==> src/rtl/vc_wrr_arbiter_pkg.sv <==
// ---------------------------------------------------------------------------
// vc_arb_pkg
//   Shared types and helpers for the virtual-channel weighted round-robin
//   arbiter: FSM state encoding, default sizing, and the rotate-priority
//   first-set search used by the request picker.
// ---------------------------------------------------------------------------
package vc_arb_pkg;

    typedef enum logic {
        IDLE  = 1'b0,
        BURST = 1'b1
    } state_t;

    localparam int unsigned DEF_NUM_VC = 4;
    localparam int unsigned DEF_WGT_W  = 4;

    // Upper bound on channel count supported by the search helper.
    localparam int unsigned MAX_VC    = 32;
    localparam int unsigned MAX_IDX_W = 5;

    // Returns the first set bit of req[n-1:0] scanning ptr, ptr+1, ...
    // wrapping modulo n, or -1 when no bit is set.
    function automatic int rr_first_set(input logic [MAX_VC-1:0] req,
                                        input int unsigned       n,
                                        input int unsigned       ptr);
        int          result;
        int unsigned idx;
        result = -1;
        for (int unsigned k = 0; k < n; k++) begin
            idx = ptr + k;
            if (idx >= n) begin
                idx = idx - n;
            end
            if (result < 0 && req[idx[MAX_IDX_W-1:0]]) begin
                result = int'(idx);
            end
        end
        return result;
    endfunction

endpackage

==> src/rtl/vc_wrr_arbiter_if.sv <==
// ---------------------------------------------------------------------------
// vc_wrr_arbiter_if
//   Bundle between the VC FIFOs / downstream stage and the arbiter.
//     enb         arbitration enable
//     empty_vc    FIFO empty flags, bit i = VC i
//     weight_cfg  per-VC burst quota, slice i = [i*WGT_W +: WGT_W]
//     out_ready   downstream accepts one word this cycle
//     pop_vc      one-hot FIFO pop strobe (combinational)
//     grant_vc    one-hot registered grant
//     grant_idx   binary index of granted VC (output mux select)
//     grant_valid grant_vc / grant_idx meaningful
//   master: arbiter side (drives pops and grants)
//   slave : FIFO / downstream side
// ---------------------------------------------------------------------------
interface vc_wrr_arbiter_if
    import vc_arb_pkg::*;
#(
    parameter int unsigned NUM_VC = DEF_NUM_VC,
    parameter int unsigned VC_W   = $clog2(NUM_VC),
    parameter int unsigned WGT_W  = DEF_WGT_W
);

    logic                    enb;
    logic [NUM_VC-1:0]       empty_vc;
    logic [NUM_VC*WGT_W-1:0] weight_cfg;
    logic                    out_ready;
    logic [NUM_VC-1:0]       pop_vc;
    logic [NUM_VC-1:0]       grant_vc;
    logic [VC_W-1:0]         grant_idx;
    logic                    grant_valid;

    modport master (
        input  enb,
        input  empty_vc,
        input  weight_cfg,
        input  out_ready,
        output pop_vc,
        output grant_vc,
        output grant_idx,
        output grant_valid
    );

    modport slave (
        output enb,
        output empty_vc,
        output weight_cfg,
        output out_ready,
        input  pop_vc,
        input  grant_vc,
        input  grant_idx,
        input  grant_valid
    );

endinterface

==> src/rtl/vc_wrr_arbiter_picker.sv <==
// ---------------------------------------------------------------------------
// vc_rr_picker
//   Combinational rotate-priority picker: finds the first set request bit
//   starting at rr_ptr and wrapping modulo NUM_VC.
//     req    in  NUM_VC  request vector (bit i = VC i wants service)
//     rr_ptr in  VC_W    highest-priority index this cycle
//     sel    out VC_W    selected index (0 when nothing found)
//     found  out 1       at least one request bit set
// ---------------------------------------------------------------------------
module vc_rr_picker
    import vc_arb_pkg::*;
#(
    parameter int unsigned NUM_VC = DEF_NUM_VC,
    parameter int unsigned VC_W   = $clog2(NUM_VC)
) (
    input  logic [NUM_VC-1:0] req,
    input  logic [VC_W-1:0]   rr_ptr,
    output logic [VC_W-1:0]   sel,
    output logic              found
);

    logic [MAX_VC-1:0] req_ext;
    int                hit;

    always_comb begin
        req_ext             = '0;
        req_ext[NUM_VC-1:0] = req;
        hit                 = rr_first_set(req_ext, NUM_VC, 32'(rr_ptr));
        found               = (hit >= 0);
        sel                 = found ? VC_W'(hit) : '0;
    end

endmodule

==> src/rtl/vc_wrr_arbiter.sv <==
// ---------------------------------------------------------------------------
// vc_wrr_arbiter
//   Weighted round-robin arbiter for the virtual-channel egress path.
//   Grants one VC at a time for a burst of up to weight_cfg[vc] pops
//   (a zero weight counts as one), drives the FIFO pop strobe gated by
//   out_ready, and rotates priority past the last served VC.
//   Ports:
//     clk  in  clock, all state on rising edge
//     rst  in  asynchronous, active-low reset
//     arb  master modport of vc_wrr_arbiter_if (enb, empty_vc, weight_cfg,
//          out_ready in; pop_vc, grant_vc, grant_idx, grant_valid out)
//   Build option:
//     VC_WRR_FAST_SWITCH_EN  when defined, a burst that ends with enb high
//       and another VC non-empty hands over to the next VC on the same
//       edge (no IDLE bubble). Undefined: one IDLE cycle between grants.
// ---------------------------------------------------------------------------
module vc_wrr_arbiter
    import vc_arb_pkg::*;
#(
    parameter int unsigned NUM_VC = DEF_NUM_VC,
    parameter int unsigned VC_W   = $clog2(NUM_VC),
    parameter int unsigned WGT_W  = DEF_WGT_W
) (
    input  logic             clk,
    input  logic             rst,
    vc_wrr_arbiter_if.master arb
);

    state_t            state, state_nxt;
    logic [VC_W-1:0]   rr_ptr, rr_ptr_nxt;
    logic [VC_W-1:0]   grant_idx_q, grant_idx_nxt;
    logic [NUM_VC-1:0] grant_vc_q, grant_vc_nxt;
    logic              grant_valid_q, grant_valid_nxt;
    logic [WGT_W-1:0]  credit_q, credit_nxt;

    logic [NUM_VC-1:0] req;
    logic [VC_W-1:0]   idle_sel;
    logic              idle_found;
    logic [VC_W-1:0]   adv_ptr;
    logic              cur_empty;
    logic              pop;
    logic              leave;
    logic [NUM_VC-1:0] pop_vc;

    // Burst quota for a channel; a zero weight still allows one pop.
    function automatic logic [WGT_W-1:0] quota_of(
        input logic [NUM_VC*WGT_W-1:0] cfg,
        input logic [VC_W-1:0]         s
    );
        logic [WGT_W-1:0] w;
        w = '0;
        for (int unsigned i = 0; i < NUM_VC; i++) begin
            if (VC_W'(i) == s) begin
                w = cfg[i*WGT_W +: WGT_W];
            end
        end
        return (w == '0) ? WGT_W'(1) : w;
    endfunction

    assign req = ~arb.empty_vc;

    vc_rr_picker #(
        .NUM_VC (NUM_VC),
        .VC_W   (VC_W)
    ) u_idle_pick (
        .req    (req),
        .rr_ptr (rr_ptr),
        .sel    (idle_sel),
        .found  (idle_found)
    );

`ifdef VC_WRR_FAST_SWITCH_EN
    logic [VC_W-1:0] fast_sel;
    logic            fast_found;

    // Current VC is masked out so a hand-over only happens to another VC;
    // a lone backlogged VC goes through IDLE to be re-granted.
    vc_rr_picker #(
        .NUM_VC (NUM_VC),
        .VC_W   (VC_W)
    ) u_fast_pick (
        .req    (req & ~grant_vc_q),
        .rr_ptr (adv_ptr),
        .sel    (fast_sel),
        .found  (fast_found)
    );
`endif

    assign adv_ptr   = (grant_idx_q == VC_W'(NUM_VC - 1)) ? '0 : grant_idx_q + 1'b1;
    assign cur_empty = arb.empty_vc[grant_idx_q];

    always_comb begin
        state_nxt       = state;
        rr_ptr_nxt      = rr_ptr;
        grant_idx_nxt   = grant_idx_q;
        grant_vc_nxt    = grant_vc_q;
        grant_valid_nxt = grant_valid_q;
        credit_nxt      = credit_q;
        pop             = 1'b0;
        leave           = 1'b0;
        pop_vc          = '0;

        case (state)
            IDLE: begin
                if (arb.enb && idle_found) begin
                    grant_idx_nxt          = idle_sel;
                    grant_vc_nxt           = '0;
                    grant_vc_nxt[idle_sel] = 1'b1;
                    grant_valid_nxt        = 1'b1;
                    credit_nxt             = quota_of(arb.weight_cfg, idle_sel);
                    state_nxt              = BURST;
                end
            end

            BURST: begin
                pop = arb.enb && arb.out_ready && !cur_empty;
                // grant_vc_q is one-hot, so the strobe can never carry >1 bit.
                if (pop) begin
                    pop_vc     = grant_vc_q;
                    credit_nxt = credit_q - 1'b1;
                end
                leave = (pop && credit_q == WGT_W'(1)) || cur_empty || !arb.enb;
                if (leave) begin
                    rr_ptr_nxt      = adv_ptr;
                    grant_vc_nxt    = '0;
                    grant_valid_nxt = 1'b0;
                    credit_nxt      = '0;
                    state_nxt       = IDLE;
`ifdef VC_WRR_FAST_SWITCH_EN
                    if (arb.enb && fast_found) begin
                        grant_idx_nxt          = fast_sel;
                        grant_vc_nxt[fast_sel] = 1'b1;
                        grant_valid_nxt        = 1'b1;
                        credit_nxt             = quota_of(arb.weight_cfg, fast_sel);
                        state_nxt              = BURST;
                    end
`endif
                end
            end

            default: state_nxt = IDLE;
        endcase
    end

    always_ff @(posedge clk or negedge rst) begin
        if (!rst) begin
            state         <= IDLE;
            rr_ptr        <= '0;
            grant_idx_q   <= '0;
            grant_vc_q    <= '0;
            grant_valid_q <= 1'b0;
            credit_q      <= '0;
        end else begin
            state         <= state_nxt;
            rr_ptr        <= rr_ptr_nxt;
            grant_idx_q   <= grant_idx_nxt;
            grant_vc_q    <= grant_vc_nxt;
            grant_valid_q <= grant_valid_nxt;
            credit_q      <= credit_nxt;
        end
    end

    assign arb.pop_vc      = pop_vc;
    assign arb.grant_vc    = grant_vc_q;
    assign arb.grant_idx   = grant_idx_q;
    assign arb.grant_valid = grant_valid_q;

endmodule

==> src/flat_wrapper.sv <==
// flat-port wrapper written by rule: the top's interface ports become plain ports
module vc_wrr_arbiter_flat import vc_arb_pkg::*;
#(
    parameter int unsigned NUM_VC = DEF_NUM_VC,
    parameter int unsigned VC_W   = $clog2(NUM_VC),
    parameter int unsigned WGT_W  = DEF_WGT_W
)
  (clk, rst, arb_enb, arb_empty_vc, arb_weight_cfg, arb_out_ready, arb_pop_vc, arb_grant_vc, arb_grant_idx, arb_grant_valid);
  vc_wrr_arbiter_if #(.NUM_VC(NUM_VC), .VC_W(VC_W), .WGT_W(WGT_W)) arb_i ();
  input  logic clk;
  input  logic rst;
  input wire logic [$bits(arb_i.enb)-1:0] arb_enb;
  input wire logic [$bits(arb_i.empty_vc)-1:0] arb_empty_vc;
  input wire logic [$bits(arb_i.weight_cfg)-1:0] arb_weight_cfg;
  input wire logic [$bits(arb_i.out_ready)-1:0] arb_out_ready;
  output wire logic [$bits(arb_i.pop_vc)-1:0] arb_pop_vc;
  output wire logic [$bits(arb_i.grant_vc)-1:0] arb_grant_vc;
  output wire logic [$bits(arb_i.grant_idx)-1:0] arb_grant_idx;
  output wire logic [$bits(arb_i.grant_valid)-1:0] arb_grant_valid;
  assign arb_i.enb = arb_enb;
  assign arb_i.empty_vc = arb_empty_vc;
  assign arb_i.weight_cfg = arb_weight_cfg;
  assign arb_i.out_ready = arb_out_ready;
  assign arb_pop_vc = arb_i.pop_vc;
  assign arb_grant_vc = arb_i.grant_vc;
  assign arb_grant_idx = arb_i.grant_idx;
  assign arb_grant_valid = arb_i.grant_valid;
  vc_wrr_arbiter #(.NUM_VC(NUM_VC), .VC_W(VC_W), .WGT_W(WGT_W)) u_core (.clk(clk), .rst(rst), .arb(arb_i));
endmodule
==> config.mk <==
export PLATFORM = sky130hd
export DESIGN_NAME = vc_wrr_arbiter_flat
export DESIGN_NICKNAME = d
export VERILOG_FILES = /design/src/rtl/vc_wrr_arbiter_pkg.sv /design/src/rtl/vc_wrr_arbiter_if.sv /design/src/rtl/vc_wrr_arbiter_picker.sv /design/src/rtl/vc_wrr_arbiter.sv /design/src/flat_wrapper.sv
export SDC_FILE = /design/constraint.sdc
export NUM_CORES = 1
export LEC_CHECK = 0
export ABC_AREA = 1
export BUFFER_PORTS_ARGS = -buffer_cell sky130_fd_sc_hd__buf_2
export CAP_MARGIN = 0
export CORE_MARGIN = 2
export CORE_UTILIZATION = 52
export CTS_CLUSTER_SIZE = 24
export DETAILED_ROUTE_END_ITERATION = 8
export PLACE_DENSITY = 0.78
export SYNTH_ARGS = -nofsm -noshare
export SYNTH_HDL_FRONTEND = slang
export SYNTH_SLANG_ARGS = --single-unit
==> constraint.sdc <==
create_clock -name clk -period 3.4 [get_ports clk]
set_clock_uncertainty 0.2 [all_clocks]
set_input_delay 0 -clock clk [delete_from_list [all_inputs] [get_ports clk]]
set_output_delay 0 -clock clk [all_outputs]
set_load 0.05 [all_outputs]
==> flow_summary_export.csv, run 1 <==
group,metric,value,unit
global_route,gr-usage-met2,44.2,%
outcome,violations,"hold timing",
finish,finish.utilization,68.4,%
synth,avgSynthCellArea,6.54,um^2
finish,area_growth,22.8,%
timing,holdWs,-0.00669,ns
finish,layout_commonest_cell,"nand2_1",
critical_path,worstPathMaxFanout,11,
worst_hold_path,hold_class,"input port to flip-flop",
route,vias,1391,
global_route,use_met3,2.82,%
route,drt-pass1-iter-count,4,
critical_path,regToRegStartpoint,"u_core.rr_ptr[0]",
synth,synth-simple-area-share,40.9,%
clocking,cts_buffer_depth,2,
finish,layout_common_cells,"nand2_1, buf_2, inv_1",
critical_path,crit_family,"simple AND/OR/NAND/NOR gates",
synth,synth.top_cells.by_area,"dfrtp_1, nand2_1, nand3_1",
synth,syn-num-nets,222,
global_route,grtUsageTotal,27.1,%
global_route,grt.busiest_layer,"met2",
synth,synthMuxAreaShare,0,%
clocking,tritoncts,"yes",
route,drc,0,
timing,period_needed,2.95,ns
route,vias_per_cell,5.29,
synth,ys_warn_count,0,
synth,synth_xor_area_share,1.40,%
worst_hold_path,whs_path_depth,6,
route,wl_per_cell,12.4,um
synth,synth_cells,192,
global_route,grt_max_degree,15,
finish,drive_gt1_share,23.0,%
timing,rsz0062_at_grt,"false",
clocking,clk_latency,0.28,ns
floorplanning,die_area,0.00282,mm^2
synth,async_reset_ff_share,100,%
synth,yosys_most_used_dff,"dfrtp_1",
synth,ys_types,27,
global_route,grt_overflow,0,
run,cap_violations,0,
synth,synth_edf_count,0,
timing,maxSlewViolCount,0,
floorplanning,rows,17,
synth,synth_top_cell_by_area,"dfrtp_1",
timing,final_hold_viol_count,1,
worst_hold_path,worstHoldEndpoint,"u_core.credit_q[0]",
critical_path,required,3.41,ns
timing,setup_tns,0,ns
synth,synth_top_family_by_area,"simple AND/OR/NAND/NOR gates",
critical_path,cp_slowest_cell,"dfrtp_1",
floorplanning,die_x,53.1,um
worst_hold_path,min_from,"arb_weight_cfg[12]",
critical_path,rrSetupSlack,0.45,ns
clocking,cts_root_buf,"clkbuf_4",
finish,antennaDiodeCount,0,
place,post-dp-hpwl,2610,um
critical_path,critPathMaxStageDelay,0.65,ns
synth,synth_compound_area_share,14.3,%
synth,synth_fa_ha_area_share,5.98,%
critical_path,r2r_end,"u_core.credit_q[0]",
timing,worst_slew_pin_slew,0.627,ns
route,postRouteAntennaNets,0,
critical_path,critPathLaunchType,"flip-flop",
critical_path,cp-end-kind,"flip-flop",
route,drt_iter0_drc,49,
synth,synth_seq_cells,14,
timing,setup-violations-final,0,
critical_path,r2r_cells,18,
timing,min_period_over_period,86.9,%
critical_path,crit_type,"flip-flop to flip-flop",
timing,slew-limit-headroom,58.1,%
finish,seqCellArea,350,um^2
clocking,cts-buffers-inserted,3,
timing,fmax,338,MHz
synth,seq_area_frac_synth,27.9,%
clocking,holdBufCountCts,7,
global_route,antenna_found_initial,0,
floorplanning,die_h,53.1,um
critical_path,crit_path_frequent_cell,"nand2_1",
critical_path,path_buf_inv,3,
clocking,ctsResizeCount,0,
critical_path,cp_cell_sequence,"inv_8 -> ha_1 -> inv_1 -> nand3_1 -> nand2_1 -> nor2_1 -> o21ai_2 -> nand2_1 -> nand2_4 -> inv_1 -> nand3_1 -> nand2_1 -> o21ai_0 -> nand2_1 -> nand2_1 -> nand2_1 -> nand2_1 -> a21oi_1",
global_route,grt_pass1_wl,5550,um
synth,synthesis.area,0.00125,mm^2
global_route,grt_pass1_vias,1326,
route,totalWireLength,3260,um
finish,nets,267,
clocking,post_cts_buffers,0,
outcome,status,"complete, but fails checks",
finish,nFillCells,215,
clocking,htreeDepth,1,
clocking,clk_pin_slew,0.08,ns
floorplanning,core_area,0.00225,mm^2
floorplanning,initial_core_util,55.7,%
place,io_buffers,34,
finish,multi_input_area,785,um^2
critical_path,cp.arrival,2.96,ns
global_route,met1_usage,36.5,%
floorplanning,io-pin-count,35,
place,gp_congestion,0.994,
clocking,numClockSinks,14,
synth,synth_top_area_share,27.9,%
## synthesized netlist by cell type, types with 2 or more instances
| cell type | number |
|---|---|
| a21oi_1 | 6 |
| a22oi_1 | 2 |
| dfrtp_1 | 14 |
| ha_1 | 6 |
| inv_1 | 25 |
| nand2_1 | 60 |
| nand2_2 | 9 |
| nand2_4 | 2 |
| nand3_1 | 23 |
| nor2_1 | 14 |
| o21ai_0 | 11 |
| o32ai_1 | 2 |
| or2_1 | 3 |
| xor2_1 | 2 |
## layer usage
layer  vias up  wire, um
met2        66      1390
li1        709         -
met1       608      1560
met4         0        84
met3         8       218
met5         -         0
## through the flow
step / std cells / area (um^2) / worst slack [ns]
final: 263 / 1540 / 0.446
after global routing: 263 / 1540 / 0.215
after CTS: 263 / 1540 / 0.468
after detailed placement: 253 / 1450 / 0.491
after global placement: 253 / 1450 / 0.653
after floorplan: 192 / 1250 / 0.981
## worst register-to-register path, cell delays in order (launching register included)
cell and delay (ns):
dfrtp_1 0.65, inv_8 0.09, ha_1 0.37, inv_1 0.10, nand3_1 0.13, nand2_1 0.10, nor2_1 0.14, o21ai_2 0.10
nand2_1 0.11, nand2_4 0.10, inv_1 0.18, nand3_1 0.11, nand2_1 0.08, o21ai_0 0.10, nand2_1 0.07, nand2_1 0.04
nand2_1 0.06, nand2_1 0.06, a21oi_1 0.12
## kinds of logic after synthesis
family | count (synthesis)
adder cells (fa/ha/maj) | 6
XOR/XNOR | 2
AO/OA/AOI/OAI | 28
AND/OR/NAND/NOR | 114
flip-flops | 14
buffers and inverters | 28
## area by class of cell
type | instances | share of cell area, %
multi-input cells | 150 | 50.9
flip-flops and latches | 14 | 22.7
repair buffers | 41 | 15.6
inverters | 27 | 7.06
well taps | 28 | 2.27
clock buffers | 3 | 1.46
## state kept, by name, summed over array words and instances (netlist names)
| signal | cells |
|---|---|
| u_core.arb.grant_valid | 1 |
| u_core.rr_ptr | 2 |
| u_core.state | 1 |
| u_core.credit_q | 4 |
| u_core.arb.grant_idx | 2 |
| u_core.arb.grant_vc | 4 |
## worst max-delay path by stage
stage / startpoint / end / slack, ns / cells past startpoint
4_1_cts: u_core.rr_ptr[0] / u_core.credit_q[0] / 0.47 / 18
5_1_grt: u_core.rr_ptr[0] / u_core.credit_q[0] / 0.21 / 18
6_report: u_core.rr_ptr[0] / u_core.credit_q[0] / 0.45 / 18
2_1_floorplan: u_core.rr_ptr[0] / u_core.credit_q[0] / 0.98 / 17
3_5_place_dp: u_core.rr_ptr[0] / u_core.credit_q[0] / 0.49 / 18
3_3_place_gp: u_core.rr_ptr[0] / u_core.credit_q[0] / 0.65 / 18
Power of run 1 is not shown: default switching activity piles up to over one toggle a cycle in this logic, so the estimate is an artifact.
==> run 2, diff against run 1 <==
- PLACE_DENSITY: 0.78 -> 0.84
==> run 2 against run 1 <==
The flow now finishes without violations. Cell area is 9.1% higher. Global-route usage is 0.91 points higher. Routed wire length is 9.3% higher. Die area stayed put. Sequential share of layout area is 1.7 points lower. First-iteration DRC count is 2.0% lower. Hold slack better by 0.024 ns. Via count is 6.1% higher. Register-to-register slack worse by 0.29 ns. Sequential cell count stayed put. Final cell count is 4.6% higher. Critical path depth is 1 higher.
==> flow_summary_export.csv, run 2 (same netlist as run 1, synthesis figures left out) <==
group,metric,value,unit
route,vias_per_cell,5.37,
global_route,grt_overflow,0,
timing,slew-limit-headroom,55.5,%
timing,worst_slew_pin_slew,0.665,ns
route,postRouteAntennaNets,0,
timing,setup-violations-final,0,
clocking,clk_latency,0.29,ns
global_route,grtUsageTotal,28.0,%
route,wl_per_cell,13.0,um
place,pre_cts_slack,0.605,ns
finish,layout_commonest_cell,"nand2_1",
floorplanning,io-pin-count,35,
floorplanning,die_h,53.1,um
floorplanning,die_x,53.1,um
run,cap_violations,0,
critical_path,worstPathMaxFanout,11,
floorplanning,die_area,0.00282,mm^2
route,totalWireLength,3570,um
timing,min_period_over_period,95.4,%
floorplanning,rows,17,
clocking,cts-buffers-inserted,3,
route,vias,1476,
timing,maxSlewViolCount,0,
route,drt-pass1-iter-count,4,
global_route,antenna_found_initial,0,
global_route,grt_pass1_vias,1375,
finish,area_growth,34.0,%
finish,finish.utilization,74.6,%
finish,antennaDiodeCount,0,
critical_path,required,3.38,ns
global_route,grt_max_degree,15,
timing,final_hold_viol_count,0,
clocking,htreeDepth,1,
clocking,clk_pin_slew,0.09,ns
critical_path,cp-end-kind,"flip-flop",
finish,nets,278,
critical_path,critPathLaunchType,"flip-flop",
timing,fmax,308,MHz
floorplanning,initial_core_util,55.7,%
worst_hold_path,hold_class,"input port to flip-flop",
route,drc,0,
floorplanning,core_area,0.00225,mm^2
clocking,numClockSinks,14,
clocking,tritoncts,"yes",
global_route,grt_pass1_wl,5820,um
place,post-dp-hpwl,2380,um
finish,layout_common_cells,"nand2_1, buf_2, inv_1",
critical_path,cp.arrival,3.22,ns
place,gp_congestion,0.878,
finish,drive_gt1_share,27.5,%
clocking,cts_root_buf,"clkbuf_4",
route,drt_iter0_drc,48,
timing,period_needed,3.24,ns
outcome,status,"finished, final reports clean",
clocking,cts_buffer_depth,2,
critical_path,crit_type,"flip-flop to flip-flop",
place,io_buffers,34,
timing,fin_ws,0.156,ns
-- run 2: changes by cell type in the layout (fill, tap and decap cells not counted), sizes merged --
cell and delta:
buf +7, clkbuf +1, dlygate4sd3 +4
-- run 2: worst max-delay path, stage by stage, from the launching register on --
cell and delay (ns):
dfrtp_2 0.46, inv_8 0.07, ha_4 0.28, inv_1 0.07
nand3_1 0.11, nand2_1 0.09, nor2_1 0.14, o21ai_2 0.11
nand2_1 0.12, nand2_4 0.10, buf_4 0.15, o21ai_0 0.21
nand2_1 0.07, o21ai_0 0.07, nand2_1 0.07, nand2_1 0.07
nand2_1 0.05, dlygate4sd3_1 0.55, nand2_1 0.09, a21oi_2 0.06
-- run 2: path summary, 6_finish.rpt --
check	end	slack [ns]	startpoint	cells past startpoint
worst max-delay path	u_core.credit_q[0]	0.16	u_core.rr_ptr[0]	19
worst min-delay path	u_core.credit_q[1]	0.02	arb_weight_cfg[1]	6
worst max register to register	u_core.credit_q[0]	0.16	u_core.rr_ptr[0]	19
worst min register to register	u_core.arb.grant_valid	0.29	u_core.arb.grant_valid	2
max in group asynchronous	u_core.rr_ptr[0]	1.90	rst	3
min in group asynchronous	u_core.arb.grant_vc[3]	0.62	rst	3
-- run 2: per-layer routing --
layer	wire length, um	share of wire (%)	GRT usage (%)	vias to the layer above
li1	-	-	-	731
met1	1550	44	34.6	658
met2	1680	47	48.3	73
met3	211	5.9	4.24	14
met4	119	3.3	11.1	0
met5	0	0	0	-
-- run 2: final cells by class --
class | count | area, um^2
multi-input combinational | 150 | 813
timing repair buffer | 52 | 333
clock buffer | 4 | 36.3
inverter | 27 | 111
sequential | 14 | 353
tap | 28 | 35.0
fill | 183 | 573
-- run 2: timing repair --
item | in CTS | in global routing
hold buffers | 11 | 0
gates resized for setup | 0 | 10
setup buffers | 0 | 7
hold endpoints to repair | 24 | 0
setup endpoints to repair | 0 | 3
-- run 2: per-stage QoR --
stage | cells | hold WS [ns] | setup TNS, ns | instance area [um^2]
final | 275 | 0.0171 | 0 | 1680
after CTS | 268 | 0.00160 | 0 | 1600
after global placement | 253 | -0.281 | 0 | 1450
after floorplan | 192 | -0.496 | 0 | 1250
after detailed placement | 253 | -0.281 | 0 | 1450
after global routing | 275 | 0.0691 | -0.0246 | 1680
Power of run 2 is left out for the same reason.
